File: config.mk
export PLATFORM = sky130hd
export DESIGN_NAME = div_ctrl_flat
export DESIGN_NICKNAME = d
export VERILOG_FILES = /design/src/rtl/div_ctrl_if.sv /design/src/rtl/div_ctrl.sv /design/src/flat_wrapper.sv
export SDC_FILE = /design/constraint.sdc
export NUM_CORES = 1
export LEC_CHECK = 0
export BUFFER_PORTS_ARGS = -buffer_cell sky130_fd_sc_hd__buf_2
export CAP_MARGIN = 20
export CELL_PAD_IN_SITES_DETAIL_PLACEMENT = 0
export CELL_PAD_IN_SITES_GLOBAL_PLACEMENT = 2
export CORE_MARGIN = 4
export CORE_UTILIZATION = 35
export DETAILED_ROUTE_END_ITERATION = 16
export PLACE_DENSITY = 0.85
export SETUP_SLACK_MARGIN = 0.5
export SLEW_MARGIN = 10
export SYNTH_ARGS = -nofsm -noshare
export SYNTH_HDL_FRONTEND = slang
export SYNTH_SLANG_ARGS = --single-unit
File: constraint.sdc
create_clock -name clk -period 3.85 [get_ports clk]
set_clock_uncertainty 0.1 [all_clocks]
set_input_delay 0.77 -clock clk [delete_from_list [all_inputs] [get_ports clk]]
set_output_delay 0.77 -clock clk [all_outputs]
set_load 0.05 [all_outputs]
File: src/rtl/div_ctrl_if.sv
// EX-stage <-> divide sequencer handshake: operands, start/annul request, registered result/ready.
interface div_ctrl_if #(
    parameter int unsigned DATA_W = 32
);
    logic                  signed_div_i;
    logic [DATA_W-1:0]     opdata1_i;
    logic [DATA_W-1:0]     opdata2_i;
    logic                  start_i;
    logic                  annul_i;
    logic [2*DATA_W-1:0]   result_o;
    logic                  ready_o;

    modport master (
        output signed_div_i, opdata1_i, opdata2_i, start_i, annul_i,
        input  result_o, ready_o
    );

    modport slave (
        input  signed_div_i, opdata1_i, opdata2_i, start_i, annul_i,
        output result_o, ready_o
    );
endinterface

File: src/rtl/div_ctrl.sv
// Radix-2 restoring divide sequencer for DIV/DIVU; one quotient bit per clock,
// result {remainder, quotient} held with ready until EX drops start.
module div_ctrl #(
    parameter int unsigned DATA_W = 32,
    parameter int unsigned CNT_W  = 6
) (
    input  logic         clk,
    input  logic         rst,
    div_ctrl_if.slave    bus
);
    localparam int unsigned DVD_W = 2 * DATA_W + 1;
    localparam int unsigned RES_W = 2 * DATA_W;

    typedef enum logic [1:0] {
        DivFree   = 2'd0,
        DivByZero = 2'd1,
        DivOn     = 2'd2,
        DivEnd    = 2'd3
    } state_e;

    state_e              state_q, state_d;
    logic [DVD_W-1:0]    dividend_q, dividend_d;
    logic [DATA_W-1:0]   divisor_q, divisor_d;
    logic [CNT_W-1:0]    cnt_q, cnt_d;
    logic                signed_q, signed_d;
    logic                op1_sign_q, op1_sign_d;
    logic                op2_sign_q, op2_sign_d;
    logic [RES_W-1:0]    result_q, result_d;
    logic                ready_q, ready_d;

    logic [DATA_W-1:0]   abs1, abs2;
    logic [DATA_W:0]     diff;
    logic [DATA_W-1:0]   quo_fix, rem_fix;

    // Operand magnitudes for a signed divide; unsigned operands pass through.
    assign abs1 = (bus.signed_div_i && bus.opdata1_i[DATA_W-1]) ?
                  (DATA_W'(0) - bus.opdata1_i) : bus.opdata1_i;
    assign abs2 = (bus.signed_div_i && bus.opdata2_i[DATA_W-1]) ?
                  (DATA_W'(0) - bus.opdata2_i) : bus.opdata2_i;

    assign diff = dividend_q[2*DATA_W:DATA_W] - {1'b0, divisor_q};

    // Quotient takes the XOR of operand signs, remainder takes the dividend sign.
    assign quo_fix = (signed_q && (op1_sign_q ^ op2_sign_q)) ?
                     (DATA_W'(0) - dividend_q[DATA_W-1:0]) : dividend_q[DATA_W-1:0];
    assign rem_fix = (signed_q && op1_sign_q) ?
                     (DATA_W'(0) - dividend_q[2*DATA_W:DATA_W+1]) : dividend_q[2*DATA_W:DATA_W+1];

    always_comb begin
        state_d    = state_q;
        dividend_d = dividend_q;
        divisor_d  = divisor_q;
        cnt_d      = cnt_q;
        signed_d   = signed_q;
        op1_sign_d = op1_sign_q;
        op2_sign_d = op2_sign_q;
        result_d   = result_q;
        ready_d    = ready_q;

        unique case (state_q)
            DivFree: begin
                ready_d  = 1'b0;
                result_d = '0;
                if (bus.start_i && !bus.annul_i) begin
                    if (bus.opdata2_i == DATA_W'(0)) begin
                        state_d = DivByZero;
                    end else begin
                        state_d    = DivOn;
                        cnt_d      = '0;
                        dividend_d = {DATA_W'(0), abs1, 1'b0};
                        divisor_d  = abs2;
                        signed_d   = bus.signed_div_i;
                        op1_sign_d = bus.opdata1_i[DATA_W-1];
                        op2_sign_d = bus.opdata2_i[DATA_W-1];
                    end
                end
            end

            DivByZero: begin
                state_d    = DivEnd;
                dividend_d = '0;
            end

            DivOn: begin
                if (bus.annul_i) begin
                    state_d  = DivFree;
                    ready_d  = 1'b0;
                    result_d = '0;
                end else if (cnt_q != CNT_W'(DATA_W)) begin
                    dividend_d = diff[DATA_W] ? (dividend_q << 1)
                                              : {diff[DATA_W-1:0], dividend_q[DATA_W-1:0], 1'b1};
                    cnt_d      = cnt_q + CNT_W'(1);
                end else begin
                    // Result is published on the same edge the fixup lands.
                    state_d    = DivEnd;
                    dividend_d = {rem_fix, dividend_q[DATA_W], quo_fix};
                    result_d   = {rem_fix, quo_fix};
                    ready_d    = 1'b1;
                    cnt_d      = '0;
                end
            end

            DivEnd: begin
                if (bus.start_i) begin
                    result_d = {dividend_q[2*DATA_W:DATA_W+1], dividend_q[DATA_W-1:0]};
                    ready_d  = 1'b1;
                end else begin
                    state_d  = DivFree;
                    result_d = '0;
                    ready_d  = 1'b0;
                end
            end

            default: begin
                state_d  = DivFree;
                result_d = '0;
                ready_d  = 1'b0;
            end
        endcase
    end

    always_ff @(posedge clk) begin
        if (rst) begin
            state_q    <= DivFree;
            dividend_q <= '0;
            divisor_q  <= '0;
            cnt_q      <= '0;
            signed_q   <= 1'b0;
            op1_sign_q <= 1'b0;
            op2_sign_q <= 1'b0;
            result_q   <= '0;
            ready_q    <= 1'b0;
        end else begin
            state_q    <= state_d;
            dividend_q <= dividend_d;
            divisor_q  <= divisor_d;
            cnt_q      <= cnt_d;
            signed_q   <= signed_d;
            op1_sign_q <= op1_sign_d;
            op2_sign_q <= op2_sign_d;
            result_q   <= result_d;
            ready_q    <= ready_d;
        end
    end

    assign bus.result_o = result_q;
    assign bus.ready_o  = ready_q;
endmodule

File: src/flat_wrapper.sv
// flat-port wrapper written by rule: the top's interface ports become plain ports
module div_ctrl_flat 
#(
    parameter int unsigned DATA_W = 32,
    parameter int unsigned CNT_W  = 6
)
  (clk, rst, bus_signed_div_i, bus_opdata1_i, bus_opdata2_i, bus_start_i, bus_annul_i, bus_result_o, bus_ready_o);
  div_ctrl_if #(.DATA_W(DATA_W)) bus_i ();
  input  logic clk;
  input  logic rst;
  input wire logic [$bits(bus_i.signed_div_i)-1:0] bus_signed_div_i;
  input wire logic [$bits(bus_i.opdata1_i)-1:0] bus_opdata1_i;
  input wire logic [$bits(bus_i.opdata2_i)-1:0] bus_opdata2_i;
  input wire logic [$bits(bus_i.start_i)-1:0] bus_start_i;
  input wire logic [$bits(bus_i.annul_i)-1:0] bus_annul_i;
  output wire logic [$bits(bus_i.result_o)-1:0] bus_result_o;
  output wire logic [$bits(bus_i.ready_o)-1:0] bus_ready_o;
  assign bus_i.signed_div_i = bus_signed_div_i;
  assign bus_i.opdata1_i = bus_opdata1_i;
  assign bus_i.opdata2_i = bus_opdata2_i;
  assign bus_i.start_i = bus_start_i;
  assign bus_i.annul_i = bus_annul_i;
  assign bus_result_o = bus_i.result_o;
  assign bus_ready_o = bus_i.ready_o;
  div_ctrl #(.DATA_W(DATA_W), .CNT_W(CNT_W)) u_core (.clk(clk), .rst(rst), .bus(bus_i));
endmodule
==> results.txt <==
- Number of nets produced by synthesis: 1951
- Once detailed placement completed, the half-perimeter wirelength came to 38.3 mm.
- In this run, placement finished with an instance count of 2414.
- Fin Hold WS: between 0.3 and 0.4 ns
- Before antenna repair, the detailed router went through 6 iterations.
- The worst setup path is launched from a flip-flop.
* First-pass GRT wire length: about 78 mm
- Share of synthesized registers carrying an async set or reset: 0%
- After clock tree synthesis, the clock-pin slew on the worst setup and hold paths is 0.07 ns.
- Finished layout cell area: ~15000 um^2
* Sequential cell area fraction in the yosys report: 26.1%
* Yosys warnings: 0
- Post-Syn Instances: approximately 1800
- Summing all placed instances gives a cell area of roughly 15000 um^2.
* Area of the mapped netlist: around 13000 um^2
- Area inside the core boundary: roughly 38000 um^2
* Net total in the final layout: slightly above 2000
- The run finished with clean final reports.
- Total length of routed wires: around 50 mm
- In this run the horizontal extent of the chip is slightly above 200 um.
- Maximum number of pins on one net before global-route repair: roughly 130
- Leaving out filler cells and counting taps, the final layout contains around 2500.
* Root cell of the clock tree: clkbuf_16
- The post-route netlist has 15.1% of its cells at a drive strength greater than 1.
- TritonCTS built the clock tree.
- Worst min-delay path category: reg2reg
* Worst Path Required: roughly 4.1 ns
- Setup violations remaining at the end of the flow were counted as 0.
* DRT antenna net count: 0
* Initial antenna violation count: 0
- The worst path uses 83.3% of the clock period.
- In this run the power density over the cells is 569 nW/um^2.
- The final route contains ~14000 vias.
* Worst Slack Setup Final: ~0.64 ns
* Vias in the first global route: approximately 13000
* Count of H-tree levels built during CTS: 4
* First-iteration detailed-routing DRC count: 1431
* Average wire per standard cell: between 20 and 25 um
- The max-slew violation count was 0.
- Post-Syn Area per Cell: just over 7 um^2
- In this run the worst path has a maximum fanout of 4.
- The longest clock path from root to sink contains 2 buffers.
- Fin Setup TNS: 0 ns
* Number of flops mapped to enable cells by yosys: 0
- The tree built by TritonCTS fans out to around 170 sinks.
* Hold Vio Cnt, Final: 0
* Shortest period the worst path allows: approximately 3.2 ns
- In this run the count of I/O pins placed on the die edge is approximately 130.
- In this run the static leakage power is between 5 and 6 nW.
* Area Overhead vs Synth: 14.7%
* GRT overflow: 0
- Least-Margin Pin Slew: 0.936 ns
- Vertical die dimension: 203 um
- The clock reaches the later pin of the worst-skew pair after roughly 0.45 ns.
- Max-cap violations: 0
- Worst vdd rail ir drop: around 0.00027 V
- Total clock buffers created by CTS: 17
* Share of the core filled with cells in the final layout: 40.5%
* Max Fclk: 312 MHz
- In the routed design, unresolved DRC markers number 0.
- Overall power of the completed layout: between 8 and 9 mW
- Buffers placed on the I/O ports in this run total about 130.
- Starting density of the core: around a third
- Number of register bits inferred by synthesis: 173
- Setup repair after global routing could not meet its margin everywhere.
- In this run the core area contains 71 standard-cell rows.
- Die ar.: around 41000 um^2
- At the placement stage, the worst setup path has a slack of approximately 0.27 ns.
- Kind of end point of the critical path: flip-flop
- Routability-driven placement finished with a final weighted congestion of ~0.9.
- The worst pin sits at a relative slew slack of between 30% and 40%.
* Count of cell types in the netlist: 89
* Via-per-instance ratio: between 5 and 6
- By startpoint and endpoint, the worst setup path is classified as reg2reg.
* Critical Path AT: ~3.4 ns
- 0 antenna diodes ended up in the layout.
- Global routing used between 20% and 30% of the available tracks across all layers.
* Prevailing post-synth register cell: dfxtp_1
-- logic make-up (layout without fill, tap and decap cells) --
group / Yosys count / after routing / share of synthesized area [%]
buf+inv: 219 / 321 / 6.94
flops: 173 / 173 / 26.1
fa+ha+maj: 44 / 44 / 4.20
simple gates: 634 / 634 / 22.6
compound gates: 634 / 634 / 31.1
xor+xnor: 105 / 105 / 6.93
mux: 29 / 29 / 2.21
-- critical path: stages, from the launching register on --
cell       delay (ns)
dfxtp_1          0.47
inv_1            0.09
ha_1             0.30
nor2b_1          0.14
o31a_1           0.28
a31oi_1          0.29
a2111oi_0        0.17
buf_4            0.18
o21ai_1          0.32
a31oi_1          0.13
o311ai_0         0.47
a21oi_1          0.12
-- where the power goes --
part / internal [mW] / switching, mW
Sequential: 2.03 / 0.425
Combinational: 1.64 / 2.82
Clock: 0.884 / 0.875
Total: 4.55 / 4.12
-- state kept, by name, indices dropped and copies added (netlist names) --
register and flops:
u_core.op1_sign_q 1, u_core.state_q 2, u_core.bus.ready_o 1, u_core.bus.result_o 64, u_core.op2_sign_q 1, u_core.cnt_q 6
u_core.dividend_q 65, u_core.divisor_q 32, u_core.signed_q 1
-- synth_stat cells (9+ instances only) --
cell type | number | area share (%)
inv_1 | 72 | 2.0
o22ai_1 | 13 | 0.61
buf_2 | 20 | 0.75
and3_1 | 9 | 0.42
a31oi_1 | 31 | 1.5
nand2_1 | 126 | 3.6
nor2_1 | 285 | 8.1
nor2b_1 | 11 | 0.52
mux2i_1 | 26 | 2.0
xnor2_1 | 50 | 3.3
nand3_1 | 20 | 0.75
nand4_1 | 13 | 0.61
nor3_1 | 56 | 2.1
xor2_1 | 55 | 3.6
o211ai_1 | 9 | 0.51
a21o_1 | 15 | 0.85
or4_1 | 15 | 0.85
a22o_1 | 12 | 0.79
o31ai_1 | 21 | 1.2
a211oi_1 | 63 | 3.6
a22oi_1 | 40 | 2.3
o21ai_0 | 155 | 5.8
clkbuf_1 | 105 | 3.0
nor4_1 | 23 | 1.1
nand2b_1 | 13 | 0.61
a21oi_1 | 153 | 5.8
and2_1 | 19 | 0.90
dfxtp_1 | 173 | 26
o221ai_1 | 20 | 1.3
ha_1 | 43 | 4.1
-- routing by layer --
metal,up-vias,routed length [um],GRT usage (%)
li1,6883,-,-
met1,6751,25300,37.7
met2,524,20900,33.3
met3,37,3650,3.98
met4,0,594,4.83
met5,-,0,0
-- final timing paths --
kind | start | slack, ns | endpoint | cells past startpoint
worst max-delay path | u_core.divisor_q[1] | 0.64 | u_core.dividend_q[64] | 11
worst max register to register | u_core.divisor_q[1] | 0.64 | u_core.dividend_q[64] | 11
worst min-delay path | u_core.bus.result_o[32] | 0.35 | u_core.bus.result_o[32] | 2
worst min register to register | u_core.bus.result_o[32] | 0.35 | u_core.bus.result_o[32] | 2
-- layout make-up --
| class | count | area (um^2) |
|---|---|---|
| flip-flops and latches | 173 | 3460 |
| clock buffers | 18 | 439 |
| inverters | 73 | 274 |
| multi-input cells | 1446 | 8940 |
| repair buffers | 216 | 1330 |
| well taps | 511 | 639 |
| fillers | 3990 | 22400 |
| clock inverters | 14 | 141 |
-- cells in the final DEF (no fill, tap or decap), types with 40 or more instances in the layout --
master / synthesis / routed
nand2_1: 126 / 126
buf_4: 3 / 81
ha_1: 43 / 43
a22oi_1: 40 / 40
o21ai_0: 155 / 152
a21oi_1: 153 / 152
xor2_1: 55 / 55
nor3_1: 56 / 56
dfxtp_1: 173 / 173
nor2_1: 285 / 285
inv_1: 72 / 72
a211oi_1: 63 / 62
buf_2: 20 / 132
xnor2_1: 50 / 50
-- timing repair --
action / in CTS / in global routing
hold buffers: 0 / 0
buffers inserted: 0 / 5
setup endpoints to repair: 1 / 39
pin swaps: 0 / 2
gates resized for setup: 1 / 10
Note: power is estimated with default switching activity, not from simulation.
